[src/rtl/fifo_pkg.sv]
// fifo_pkg: shared word type and default sizing for the FIFO read side.
package fifo_pkg;
    localparam int FIFO_WIDTH = 8;
    localparam int FIFO_DEEP = 8;
    localparam int FIFO_OUT_BUF_DEPTH = 4;
    typedef struct packed {
        logic [FIFO_WIDTH-1:0] data;
        logic [FIFO_DEEP:0]    addr;
    } fifo_word_t;
endpackage

[src/rtl/fifo_out_buf.sv]
// fifo_out_buf: circular skid buffer with push/pop, full/empty and occupancy count.
module fifo_out_buf #(
    parameter int DW = 8,
    parameter int DEPTH = 4,
    localparam int AW = $clog2(DEPTH),
    localparam int CW = $clog2(DEPTH + 1)
) (
    input  logic          clk,
    input  logic          arst,
    input  logic          push,
    input  logic          pop,
    input  logic [DW-1:0] wdata,
    output logic [DW-1:0] rdata,
    output logic [CW-1:0] count,
    output logic          full,
    output logic          empty
);
    logic [DW-1:0] mem [DEPTH];
    logic [AW-1:0] wr_ptr, rd_ptr;
    logic wr, rd;
    assign full = count == CW'(DEPTH);
    assign empty = count == '0;
    // a push into a full buffer lands only when the head slot is freed in the same cycle
    assign wr = push && (!full || pop);
    assign rd = pop && !empty;
    assign rdata = mem[rd_ptr];
    always_ff @(posedge clk) begin
        if (arst) begin
            wr_ptr <= '0;
            rd_ptr <= '0;
            count <= '0;
            for (int i = 0; i < DEPTH; i++) mem[i] <= '0;
        end else begin
            if (wr) begin
                mem[wr_ptr] <= wdata;
                wr_ptr <= (wr_ptr == AW'(DEPTH - 1)) ? '0 : wr_ptr + 1'b1;
            end
            if (rd) rd_ptr <= (rd_ptr == AW'(DEPTH - 1)) ? '0 : rd_ptr + 1'b1;
            count <= count + CW'(wr) - CW'(rd);
        end
    end
endmodule

[src/rtl/fifo_rd_out.sv]
// fifo_rd_out: FIFO read-side output stage with credit-based request and valid/ready output.
// Defining FIFO_RD_OUT_STATS_EN adds a saturating 16-bit handshake counter port xfer_cnt.
module fifo_rd_out
    import fifo_pkg::*;
#(
    parameter int WIDTH = FIFO_WIDTH,
    parameter int DEEP = FIFO_DEEP,
    parameter int BUF_DEPTH = FIFO_OUT_BUF_DEPTH
) (
    input  logic             clk,
    input  logic             arst,
    input  logic             pop,
    input  logic [DEEP:0]    rd_addr,
    input  logic [WIDTH-1:0] mem_data,
    output logic             en,
    output logic             out_valid,
    input  logic             out_ready,
    output logic [WIDTH-1:0] out_data,
    output logic [DEEP:0]    out_addr,
`ifdef FIFO_RD_OUT_STATS_EN
    output logic             ovf,
    output logic [15:0]      xfer_cnt
`else
    output logic             ovf
`endif
);
    localparam int CW = $clog2(BUF_DEPTH + 1);
    logic pop_q, en_q, full, empty, rd;
    logic [DEEP:0] addr_q;
    logic [CW-1:0] count;
    fifo_out_buf #(.DW(WIDTH + DEEP + 1), .DEPTH(BUF_DEPTH)) u_buf (
        .clk(clk),
        .arst(arst),
        .push(pop_q),
        .pop(rd),
        .wdata({mem_data, addr_q}),
        .rdata({out_data, out_addr}),
        .count(count),
        .full(full),
        .empty(empty)
    );
    assign out_valid = !empty;
    assign rd = out_valid && out_ready;
    // outstanding requests and in-flight data each hold a slot, so nothing requested can be dropped
    assign en = !arst && ((CW+1)'(count) + (CW+1)'(en_q) + (CW+1)'(pop_q) < (CW+1)'(BUF_DEPTH));
    always_ff @(posedge clk) begin
        if (arst) begin
            pop_q <= 1'b0;
            en_q <= 1'b0;
            addr_q <= '0;
            ovf <= 1'b0;
        end else begin
            pop_q <= pop;
            en_q <= en;
            if (pop) addr_q <= rd_addr;
            if (pop_q && full && !rd) ovf <= 1'b1;
        end
    end
`ifdef FIFO_RD_OUT_STATS_EN
    always_ff @(posedge clk) begin
        if (arst) xfer_cnt <= '0;
        else if (rd && xfer_cnt != 16'hFFFF) xfer_cnt <= xfer_cnt + 16'd1;
    end
`endif
endmodule

[config.mk]
export PLATFORM = sky130hd
export DESIGN_NAME = fifo_rd_out
export DESIGN_NICKNAME = d
export VERILOG_FILES = /design/src/rtl/fifo_pkg.sv /design/src/rtl/fifo_out_buf.sv /design/src/rtl/fifo_rd_out.sv
export SDC_FILE = /design/constraint.sdc
export NUM_CORES = 1
export LEC_CHECK = 0
export CAP_MARGIN = 40
export CORE_ASPECT_RATIO = 2
export CORE_UTILIZATION = 45
export DETAILED_ROUTE_END_ITERATION = 8
export PLACE_DENSITY = 0.74
export SLEW_MARGIN = 10
export SYNTH_ARGS = -nofsm -noshare
export SYNTH_HDL_FRONTEND = slang
export SYNTH_HIERARCHICAL = 1
export SYNTH_SLANG_ARGS = --single-unit
[constraint.sdc]
create_clock -name clk -period 2.68 [get_ports clk]
set_input_delay 0.536 -clock clk [delete_from_list [all_inputs] [get_ports clk]]
set_output_delay 0.536 -clock clk [all_outputs]
set_load 0.01 [all_outputs]
**After elaboration in Yosys (flattened, before gate mapping)**

Memory sizes are Yosys's and may differ from the RTL's. A register that Yosys moved wholly into a read port is not among the register bits.
Cells that the tools add are included.

- Register bits: 19
- Memory bits (writable): 68
- Input bits: 21
- Output and inout bits: 20
- Memories: 1

Memory list:

| name | depth | bits a word | read ports | clocked after memory_dff | wr ports | line | RTL |
|---|---|---|---|---|---|---|---|
| u_buf.mem | 4 | 17 | 1 | 1 | 4 | fifo_out_buf.sv:18 | `logic [DW-1:0] mem [DEPTH];` |

- Add/subtract/negate cells: 6
- Magnitude comparators: 1
- Equality and inequality tests: 3
- Multiplexer cells: 12
- Reduce and logical (&&, ||, !) cells: 13

Operator list:

| operator | count |
|---|---|
| 17-bit two-way mux | 1 |
| 17-bit OR reduction | 1 |
| 2-bit two-way mux | 5 |
| 1-bit logical AND | 6 |
| 1-bit two-way mux | 6 |
| 2-bit by 1-bit adder with 2-bit output (second input constant) | 2 |
| 3-bit by 1-bit adder with 4-bit output | 1 |
| 4-bit by 1-bit adder with 4-bit output | 1 |
| 2-bit == test (second input constant) | 2 |
| 1-bit zero test | 4 |
| 4-bit by 3-bit less-than comparator with 1-bit output (second input constant) | 1 |
| 3-bit by 1-bit adder with 3-bit output | 1 |
| 3-bit == test (second input constant) | 1 |
| 3-bit zero test | 1 |
| 3-bit by 1-bit subtractor with 3-bit output | 1 |
| 1-bit logical OR | 1 |

**Depth between registers and ports, before layout**

Gate-level depths: netlist of run 1.

- Depth in word-level cells: 10
- Mapped depth: 13

**Modules after synthesis**

Netlist of run 1, hierarchy kept.

Modules (own cells, without submodules):

| module | times used | cells each | area each (sq um) |
|---|---|---|---|
| fifo_out_buf | 1 | 215 | 3500.9 |
| fifo_rd_out | 1 | 42 | 445.4 |

**Worst setup path after synthesis of run 1**

Ideal clock, no wire load.

- Kind: register to register
- From: register u_buf.count[1]
- To: register u_buf.count[2]
- Data arrival time: 2655 ps
- Setup slack: -101 ps
- Cell stages (with the launch flop): 14
- Clock period less this slack: 2781 ps
- Cell sequence: dfxtp_1 buf_6 nor3_1 nand2b_1 inv_1 or4b_2 nand2_1 ha_1 inv_1 ha_1 fa_1 xnor2_1 xnor2_1 nor2_1

- Cells in the longest elaborated chain, start to end: 7
- Elaborated cells on any way between the ends: 10
- Classes of those cells: add/sub: 2; eq/ne: 1; reduce/logical: 7

RTL lines:

| item | line | RTL |
|---|---|---|
| start: declaration | fifo_out_buf.sv:14 | `output logic [CW-1:0] count,` |
| start signal: assignment | fifo_out_buf.sv:39 | `count <= count + CW'(wr) - CW'(rd);` |
| 3-bit zero test * | fifo_out_buf.sv:22 | `assign empty = count == '0;` |
| net empty | fifo_rd_out.sv:28 | `logic pop_q, en_q, full, empty, rd;` |
| 1-bit zero test * | fifo_rd_out.sv:42 | `assign out_valid = !empty;` |
| 1-bit logical AND * | fifo_rd_out.sv:43 | `assign rd = out_valid && out_ready;` |
| net rd | fifo_rd_out.sv:28 |  |
| 1-bit logical OR | fifo_out_buf.sv:24 | `assign wr = push && (!full \|\| pop);` |
| 1-bit logical AND | fifo_out_buf.sv:24 |  |
| 3-bit by 1-bit adder with 3-bit output | fifo_out_buf.sv:39 |  |
| 3-bit by 1-bit subtractor with 3-bit output * | fifo_out_buf.sv:39 |  |

The timed path passes the listed nets; every way through them passes the cells marked *.
A chain may end at the register's enable or synchronous reset.

**Final worst setup path of run 1**

- From: register u_buf.count[0]
- To: register u_buf.count[2]

Same word-level chain as after synthesis.

==> results of run 1 <==
## power breakdown
group / switching, mW / internal (mW) / leakage [nW]
clock network: 0.466 / 0.623 / 0.126
registers: 0.0458 / 1.59 / 0.877
logic: 0.342 / 0.438 / 0.848
## flip-flops by register name (all words and copies together) (netlist names), named ones only
register,flops
addr_q,9
en_q,1
ovf,1
pop_q,1
u_buf/count,3
u_buf/mem,68
u_buf/rd_ptr,2
u_buf/wr_ptr,2
## worst max-delay path by stage
stage | to | cells after the start | slack, ns
final | u_buf/count[2] | 12 | 0.17
after global routing | u_buf/count[2] | 12 | 0.03
after CTS | en | 5 | 0.06
after detailed placement | u_buf/count[2] | 12 | -0.27
after global placement | u_buf/count[2] | 12 | -0.20
after floorplan | u_buf/count[2] | 13 | 0.08
## synthesized netlist by cell type, drive strengths merged (2+ instances only)
cell type	number
and2	68
edfxtp	68
dfxtp	21
mux4	17
nor2	12
buf	10
mux2i	10
inv	7
ha	5
a21oi	3
nand2b	3
nor2b	3
nor3	3
or2	3
a211oi	2
clkbuf	2
nand2	2
nor4	2
o21ai	2
or3	2
xnor2	2
## worst min-delay path, stage by stage, from the launching register on
cell and delay [ns]:
dfxtp_1 0.34, a31oi_1 0.05, nor2_1 0.07
## timing repair
action,in CTS,in global routing
resized for setup,0,4
setup buffers,0,0
endpoints found under the setup margin,0,2
hold endpoints to repair,0,0
## per-stage QoR
step / setup TNS [ns] / power (mW) / instances / hold WS [ns]
floorplan: 0 / 2.119 / 257 / 0.4573
global placement: -0.2637 / 2.425 / 403 / 0.4604
detailed placement: -0.4046 / 2.441 / 403 / 0.4707
CTS: 0 / 3.533 / 419 / 0.4907
global route: 0 / 3.671 / 419 / 0.5130
finish: 0 / 3.501 / 419 / 0.4937
## logic make-up (layout without fill, tap and decap cells)
kind of cell / Yosys count / in the layout / share of synthesized area (%)
simple gates: 103 / 103 / 17.98
flops: 89 / 89 / 62.40
mux: 27 / 27 / 12.24
buf+inv: 19 / 81 / 3.044
compound gates: 11 / 11 / 1.807
fa+ha+maj: 6 / 6 / 2.093
xor+xnor: 2 / 2 / 0.4440
## routing by layer
| layer | vias to the layer above | share of wire, % | routed length, µm |
|---|---|---|---|
| li1 | 1050 | - | - |
| met1 | 1065 | 36 | 2524 |
| met2 | 45 | 58 | 3999 |
| met3 | 17 | 2.8 | 198 |
| met4 | 0 | 3.3 | 227 |
| met5 | - | 0 | 0 |
## area by class of cell
type | instances | area (µm²) | area share, %
clock buffer | 12 | 236.5 | 4.905
clock inverter | 4 | 22.52 | 0.4672
inverter | 7 | 26.28 | 0.5450
multi-input combinational | 149 | 1383 | 28.68
sequential | 89 | 2462 | 51.08
tap | 100 | 125.1 | 2.595
timing repair buffer | 58 | 565.5 | 11.73
==> results by group, run 1 <==
Clocking
  – Clock transition at path regs: 0.06 ns
  – CTS Root Cell: clkbuf_16
  – CTS Buffer Depth: 2
  – H-tree depth: 3
  – TritonCTS clock tree: yes
  – CTS buffer count: 9
  – Worst skew pair latency: 0.33 ns
  – # hold bufs at CTS: 0
  – Clock Sinks: 89

Global routing
  – Met3 Usage GRT: roughly 3.6%
  – Global-route met2 utilization: 30.34%
  – First-pass GRT wire length: ~11000 µm
  – Largest net degree at the start of global routing: 20
  – Congestion Overflow GR: 0
  – Vias in the first global route: 2247
  – Gr usage total: between 10% and 20%
  – Busiest grt layer: met2
  – GR Layer Usage met1: between 10% and 20%
  – Antenna violations before repair: 0

STA
  – Final worst slack: 0.1708 ns
  – Setup violators final: 0
  – Hold Violations, Final: 0
  – Clk_skew: 0.009876 ns
  – Max-slew headroom at the worst pin: 54.59%
  – Final min period: 2.509 ns
  – RSZ-0062 raised after global routing: no
  – Max frequency: approximately 0.4 GHz
  – Slew @ Worst Pin: about 0.68 ns
  – Period utilization: 93.63%
  – Slew Limit Fails: 0

Placement
  – RePlAce Congestion: 0.7557
  – Port Buffers: 40
  – Place WS: -0.2698 ns
  – DP HPWL: 4642 µm
  – Area post-placement: about 4500 µm²

Routing
  – Post-route ant nets: 0
  – DR pass1 iterations: 4
  – Routed vias/inst: 5.196
  – Total routed wirelength: 6949 µm
  – DRT iter0 DRCs: 102
  – Drc violations: 0
  – Via count: 2177
  – Avg WL per Cell: 16.58 µm

Layout
  – Most frequent cells in the layout: 68 x edfxtp_1, 50 x and2_1, 38 x clkdlybuf4s50_1
  – P&R area growth vs syn: 22.16%
  – N_diodes: 0
  – Fin util: roughly 56%
  – # nets final: 341
  – Fin area: about 4800 µm²
  – Filler cells: 696
  – Leading cell type in the layout, fill and taps excluded: edfxtp_1
  – Layout cells sized above 1: 24.14%

Critical path
  – CP required: 2.89 ns
  – Cell Chain, Critical Path: nor3_2, nand2b_4, inv_1, or4b_4, nand2_1, ha_1, inv_1, ha_1, fa_2, xnor2_1, xnor2_1, nor2_1
  – WP data arrival: 2.72 ns
  – Crit-path leading delay family: simple AND/OR/NAND/NOR gates
  – Max incr delay on CP: 0.53 ns
  – Critical Path Fanout Max: 2
  – Worst reg2reg setup slack: 0.17 ns
  – Crit end category: flip-flop
  – Slowest CP cell: or4b_4
  – CP bufs+invs: 2
  – Critical R2R Launch: u_buf/count[0]
  – Worst Path Class, Setup: reg -> reg
  – Critical path startpoint: u_buf/count[0]
  – Worst R2R Path Depth: 12
  – Reg-to-Reg End: u_buf/count[2]
  – Startpoint Class: flip-flop

Hold path
  – Hold Crit Start: ovf
  – HP Class: reg -> reg
  – Hold endpoint: ovf
  – Hold path cells: 2

Outcome
  – Status: completed

Job
  – Max_cap viols: 0

Die
  – # IOs: 41
  – Initial Utilization: 45.95%
  – Rows: 48
  – Die width: 68.22 µm
  – Core area: 8588 µm²
  – DIE AREA: approximately 9000 µm²
  – Die height: between 100 and 150 µm

Power and ir drop
  – Leak Pwr: 1.851 nW
  – PD cells: ~730 nW/µm²
  – Peak VDD IR: 0.0005381 V

Yosys
  – Yosys reg bits: between 80 and 90
  – Post-synth top area cell: edfxtp_1
  – Prevailing post-synth register cell: edfxtp_1
  – Syn Area/Cell: approximately 15 µm²
  – Ys async rst share: 0%
  – Share of Yosys cell area claimed by the top area cell type: 51.74%
  – Syn Nets: 284
  – Largest cells by area after synthesis: edfxtp_1 52%, dfxtp_1 11%, mux4_2 9.7%
  – Post-Synthesis Cells: 257
  – Post-synth cell types: 37
  – Syn. warnings: 6
  – Cell Area, Synth: 3946 µm²
  – Seq/Total Area, Yosys: around 62%
  – Post-synth EDFFs: 68
Note: power is estimated with default switching activity, not from simulation.
==> run 2: changes to the inputs <==
--- a/config.mk
+++ b/config.mk
@@ -9,7 +9,7 @@
 export CORE_ASPECT_RATIO = 2
 export CORE_UTILIZATION = 45
 export DETAILED_ROUTE_END_ITERATION = 8
-export PLACE_DENSITY = 0.74
+export PLACE_DENSITY = 0.72
 export SLEW_MARGIN = 10
 export SYNTH_ARGS = -nofsm -noshare
 export SYNTH_HDL_FRONTEND = slang
==> constraint.sdc (replaced) <==
create_clock -name clk -period 2.9 [get_ports clk]
set_input_delay 0.58 -clock clk [delete_from_list [all_inputs] [get_ports clk]]
set_output_delay 0.58 -clock clk [all_outputs]
set_load 0.01 [all_outputs]
==> results by group, run 2 (synthesized netlist as in run 1, its figures left out) <==
Outcome
  – Status: completed

Layout
  – Largest Register: u_buf/mem
  – Most frequent cells in the layout: 68 x edfxtp_1, 50 x and2_1, 40 x clkdlybuf4s50_1
  – Max FFs per register: between 60 and 70
  – Layout cells sized above 1: 22.88%
  – Largest registers: u_buf/mem: 68 flops, addr_q: 9 flops, u_buf/count: 3 flops
  – # nets final: 341
  – N_diodes: 0
  – P&R area growth vs syn: 21.88%
  – Area of the multi-input gates: around 1400 µm²
  – Filler cells: 686
  – Reg area: 2462 µm²
  – Leading cell type in the layout, fill and taps excluded: edfxtp_1

Clocking
  – CTS Buffer Depth: 2
  – # hold bufs at CTS: 0
  – TritonCTS clock tree: yes
  – Worst skew pair latency: between 0.3 and 0.4 ns
  – Clock transition at path regs: roughly 0.06 ns
  – CTS Root Cell: clkbuf_16
  – Clock Sinks: 89
  – H-tree depth: 3
  – CTS buffer count: 9

Die
  – Die height: between 100 and 150 µm
  – Rows: 48
  – # IOs: 41
  – Core area: 8588 µm²
  – Initial Utilization: 45.95%
  – Die width: 68.22 µm
  – DIE AREA: about 9200 µm²

Routing
  – DR pass1 iterations: 4
  – Post-route ant nets: 0
  – Total routed wirelength: 6966 µm
  – Drc violations: 0
  – DRT iter0 DRCs: 129
  – Via count: 2184
  – Avg WL per Cell: ~17 µm
  – Routed vias/inst: between 5 and 6

Global routing
  – Congestion Overflow GR: 0
  – Vias in the first global route: about 2300
  – First-pass GRT wire length: 10960 µm
  – Gr usage total: between 10% and 20%
  – Largest net degree at the start of global routing: 19
  – Antenna violations before repair: 0

Job
  – Max_cap viols: 0

STA
  – Final min period: 2.749 ns
  – Slew @ Worst Pin: 0.8129 ns
  – Period utilization: 94.81%
  – Max-slew headroom at the worst pin: 45.40%
  – Setup TNS: 0 ns
  – RSZ-0062 raised after global routing: no
  – Hold Violations, Final: 0
  – Setup violators final: 0
  – Slew Limit Fails: 0
  – Clk_skew: between 0.005 and 0.006 ns
  – Max frequency: 0.3637 GHz

Critical path
  – Critical R2R Launch: u_buf/count[2]
  – Worst reg2reg setup slack: 0.18 ns
  – Crit end category: flip-flop
  – Startpoint Class: input port
  – WP data arrival: 2.97 ns
  – Worst Path Class, Setup: in -> reg
  – Critical Path Fanout Max: 2
  – Worst R2R Path Depth: 12
  – Reg-to-Reg End: u_buf/count[2]
  – CP required: 3.13 ns

Power and ir drop
  – Total chip power: 3.319 mW
  – Peak VDD IR: slightly below 0.0004 V
  – Leak Pwr: 1.830 nW
  – PD cells: 690.0 nW/µm²

Hold path
  – HP Class: reg -> reg
  – Hold path cells: 2
  – Hold endpoint: ovf
  – Hold Crit Start: ovf

Placement
  – RePlAce Congestion: 0.7450
  – DP HPWL: 4748 µm
  – Port Buffers: 40
run 2: changes by cell type in the layout (fill, tap and decap cells not counted), sizes merged:
cell | previous run | this run
bufinv | 0 | 1
clkbuf | 12 | 11
clkdlybuf4s50 | 38 | 40
clkinv | 3 | 4
clkinvlp | 1 | 0
dlymetal6s2s | 2 | 0
run 2: final cells by class:
class	count	area share (%)
Clock inverter	5	0.9625
Timing Repair Buffer	58	11.39
Tap cell	100	2.601
Multi-Input combinational cell	149	28.46
Inverter	7	0.5463
Clock buffer	11	4.839
Sequential cell	89	51.20
run 2: stage by stage:
step / setup WS [ns] / hold slack (ns) / utilization [%] / cell area, µm² / cells
4_1_cts: 0.08750 / 0.4913 / 55.94 / 4805 / 419
3_3_place_gp: -0.1709 / 0.4636 / 52.70 / 4526 / 403
6_report: 0.1506 / 0.4848 / 56.00 / 4810 / 419
5_1_grt: 0.001332 / 0.5108 / 56.00 / 4810 / 419
3_5_place_dp: -0.2070 / 0.4682 / 52.70 / 4526 / 403
2_1_floorplan: 0.1193 / 0.4573 / - / 3946 / 257
run 2: layer usage:
metal	GRT usage (%)	up-vias	share of wire, %
met5	0	-	0
met4	10.53	0	3.6
met3	4.337	19	3.7
met2	30.61	59	57
met1	16.97	1057	35
li1	-	1049	-
run 2: worst max-delay path, stage by stage:
cell and delay (ns):
clkdlybuf4s50_1 0.39, nand2b_1 0.08, inv_1 0.05, or4b_2 0.68, nand2_1 0.10, ha_1 0.12, inv_1 0.04, ha_1 0.19
fa_1 0.38, xnor2_1 0.17, xnor2_1 0.13, nor2_1 0.05
run 2: report_power, final:
| part | switching, mW | total, mW | internal (mW) | leakage [nW] |
|---|---|---|---|---|
| Combinational | 0.321 | 0.718 | 0.397 | 0.817 |
| Sequential | 0.0444 | 1.51 | 1.47 | 0.877 |
| Clock | 0.434 | 1.09 | 0.657 | 0.136 |
| Total | 0.799 | 3.32 | 2.52 | 1.83 |
run 2: repair_timing:
| item | CTS | global route |
|---|---|---|
| setup buffers | 0 | 0 |
| resized for setup | 0 | 1 |
| setup endpoints to repair | 0 | 1 |
run 2: how the worst max path moves through the flow:
stage,slack [ns],cells after the start,endpoint,from
floorplan,0.12,13,u_buf/count[2],u_buf/count[1]
global placement,-0.17,12,u_buf/count[2],out_ready
detailed placement,-0.21,12,u_buf/count[2],out_ready
CTS,0.09,12,u_buf/count[2],u_buf/count[1]
global route,0.001,12,u_buf/count[2],u_buf/count[2]
finish,0.15,12,u_buf/count[2],out_ready
==> run 3: changes to the inputs <==
--- a/config.mk
+++ b/config.mk
@@ -10,6 +10,7 @@
 export CORE_UTILIZATION = 45
 export DETAILED_ROUTE_END_ITERATION = 8
 export PLACE_DENSITY = 0.72
+export REMOVE_ABC_BUFFERS = 1
 export SLEW_MARGIN = 10
 export SYNTH_ARGS = -nofsm -noshare
 export SYNTH_HDL_FRONTEND = slang
==> results by group, run 3 (synthesized netlist as in run 1, its figures left out) <==
Layout
  – Largest Register: u_buf/mem
  – # nets final: 341
  – N_diodes: 0
  – Layout cells sized above 1: 23.82%
  – Fin area: 4820 µm²
  – Filler cells: 709
  – Final non-filler cell total: between 400 and 500
  – P&R area growth vs syn: 22.13%
  – Most frequent cells in the layout: 68 x edfxtp_1, 50 x and2_1, 40 x clkdlybuf4s50_1
  – Leading cell type in the layout, fill and taps excluded: edfxtp_1
  – Largest registers: u_buf/mem: 68 flops, addr_q: 9 flops, u_buf/count: 3 flops
  – Max FFs per register: 68

Placement
  – Placed cell count: 403
  – Area post-placement: about 4500 µm²
  – Port Buffers: 40
  – RePlAce Congestion: 0.7692
  – DP HPWL: 4636 µm
  – Place WS: -0.2294 ns

Clocking
  – Clock transition at path regs: 0.06 ns
  – CTS Buffer Depth: 2
  – CTS buffer count: 9
  – # hold bufs at CTS: 0
  – CTS Root Cell: clkbuf_16
  – H-tree depth: 3
  – TritonCTS clock tree: yes
  – Clock Sinks: 89
  – Worst skew pair latency: 0.33 ns

STA
  – RSZ-0062 raised after global routing: no
  – Slew Limit Fails: 0
  – Setup violators final: 0
  – Slew @ Worst Pin: 0.8499 ns
  – Max frequency: 0.3628 GHz
  – Period utilization: 95.04%
  – Clk_skew: 0.003759 ns
  – Max-slew headroom at the worst pin: a little over two fifths
  – Hold Violations, Final: 0
  – Final worst slack: 0.1439 ns
  – Final min period: 2.756 ns

Critical path
  – WP data arrival: about 3.0 ns
  – Critical path startpoint: out_ready
  – Max incr delay on CP: 0.68 ns
  – CP required: 3.12 ns
  – Worst reg2reg setup slack: approximately 0.17 ns
  – Slowest CP cell: or4b_2
  – Startpoint Class: input port
  – Worst Path Class, Setup: in -> reg
  – Reg-to-Reg End: u_buf/count[2]
  – Crit end category: flip-flop
  – CP bufs+invs: 3
  – Worst R2R Path Depth: 12
  – Cell Chain, Critical Path: clkdlybuf4s50_1, nand2b_1, inv_1, or4b_2, nand2_1, ha_1, inv_1, ha_1, fa_2, xnor2_1, xnor2_1, nor2_1
  – Critical Path Fanout Max: 2
  – Critical R2R Launch: u_buf/count[2]
  – Crit-path leading delay family: simple AND/OR/NAND/NOR gates

Global routing
  – Gr usage total: 17.32%
  – First-pass GRT wire length: 11070 µm
  – Largest net degree at the start of global routing: 19
  – Vias in the first global route: approximately 2300
  – Congestion Overflow GR: 0
  – Antenna violations before repair: 0

Power and ir drop
  – P_int: 2.517 mW
  – Comb pwr share: 21.6%
  – Leak Pwr: 1.825 nW
  – Total chip power: between 3 and 4 mW
  – Peak VDD IR: 0.0003972 V
  – PD cells: 690.6 nW/µm²
  – Sw power: between 0.8 and 0.9 mW
  – Clock Power Share: 33.1%
  – Reg power frac: 45.3%
  – Sw frac: 24.37%

Routing
  – Routed vias/inst: 5.291
  – Via count: between 2000 and 2500
  – Avg WL per Cell: 16.77 µm
  – Drc violations: 0
  – DRT iter0 DRCs: 102
  – Total routed wirelength: around 7000 µm
  – DR pass1 iterations: 4
  – Post-route ant nets: 0

Die
  – DIE AREA: 9170 µm²
  – Die width: 68.22 µm
  – # IOs: 41
  – Die height: 134.4 µm
  – Initial Utilization: 45.95%
  – Core area: between 8000 and 9000 µm²
  – Rows: 48

Hold path
  – Hold Crit Start: ovf
  – Hold path cells: 2
  – Hold endpoint: ovf
  – HP Class: reg -> reg

Job
  – Max_cap viols: 0

Outcome
  – Status: completed
-- run 3: cell type report --
class                   instances  area [µm²]  area share [%]
well taps                     100       125.1           2.596
inverters                       7       26.28          0.5452
clock inverters                 7       61.31           1.272
clock buffers                   9       225.2           4.673
multi-input cells             149        1371           28.45
flip-flops and latches         89        2462           51.09
repair buffers                 58       548.0           11.37
-- run 3: repair_timing --
| action | in CTS | in global routing |
|---|---|---|
| setup endpoints to repair | 0 | 1 |
| resized for setup | 0 | 2 |
| buffers inserted | 0 | 0 |
-- run 3: metrics by stage --
step | hold slack, ns | util (%) | TNS [ns]
3_5_place_dp | 0.4830 | 52.70 | -2.459
4_1_cts | 0.5003 | 56.03 | 0
3_3_place_gp | 0.4811 | 52.70 | -1.090
2_1_floorplan | 0.4559 | - | 0
5_1_grt | 0.5113 | 56.12 | 0
6_report | 0.4979 | 56.12 | 0
-- run 3: worst register-to-register path: stages (launching register included) --
cell and delay, ns:
dfxtp_1 0.32, nor3_2 0.23, nand2b_1 0.16, inv_1 0.05, or4b_2 0.68, nand2_1 0.10, ha_1 0.13, inv_1 0.04
ha_1 0.18, fa_2 0.34, xnor2_1 0.20, xnor2_1 0.14, nor2_1 0.05
-- run 3: worst max path at each step --
stage / to / slack (ns) / cells after the start
5_1_grt: u_buf/count[2] / 0.01 / 12
2_1_floorplan: u_buf/count[2] / 0.16 / 12
3_3_place_gp: u_buf/count[2] / -0.16 / 12
3_5_place_dp: u_buf/count[2] / -0.23 / 12
6_report: u_buf/count[2] / 0.14 / 12
4_1_cts: u_buf/count[2] / 0.06 / 12
-- run 3: power by group through the flow --
stage	clock (mW)	combinational, mW	sequential [mW]
floorplan	0	0.345	1.57
global placement	0	0.708	1.53
detailed placement	0	0.723	1.53
CTS	1.13	0.726	1.50
global route	1.17	0.788	1.52
finish	1.10	0.719	1.51
-- run 3: metal layers --
metal  GRT usage (%)  share of wire (%)
met1           17.39                 37
met2           30.01                 57
met3           4.932                3.9
met4           10.30                2.4
met5               0                  0
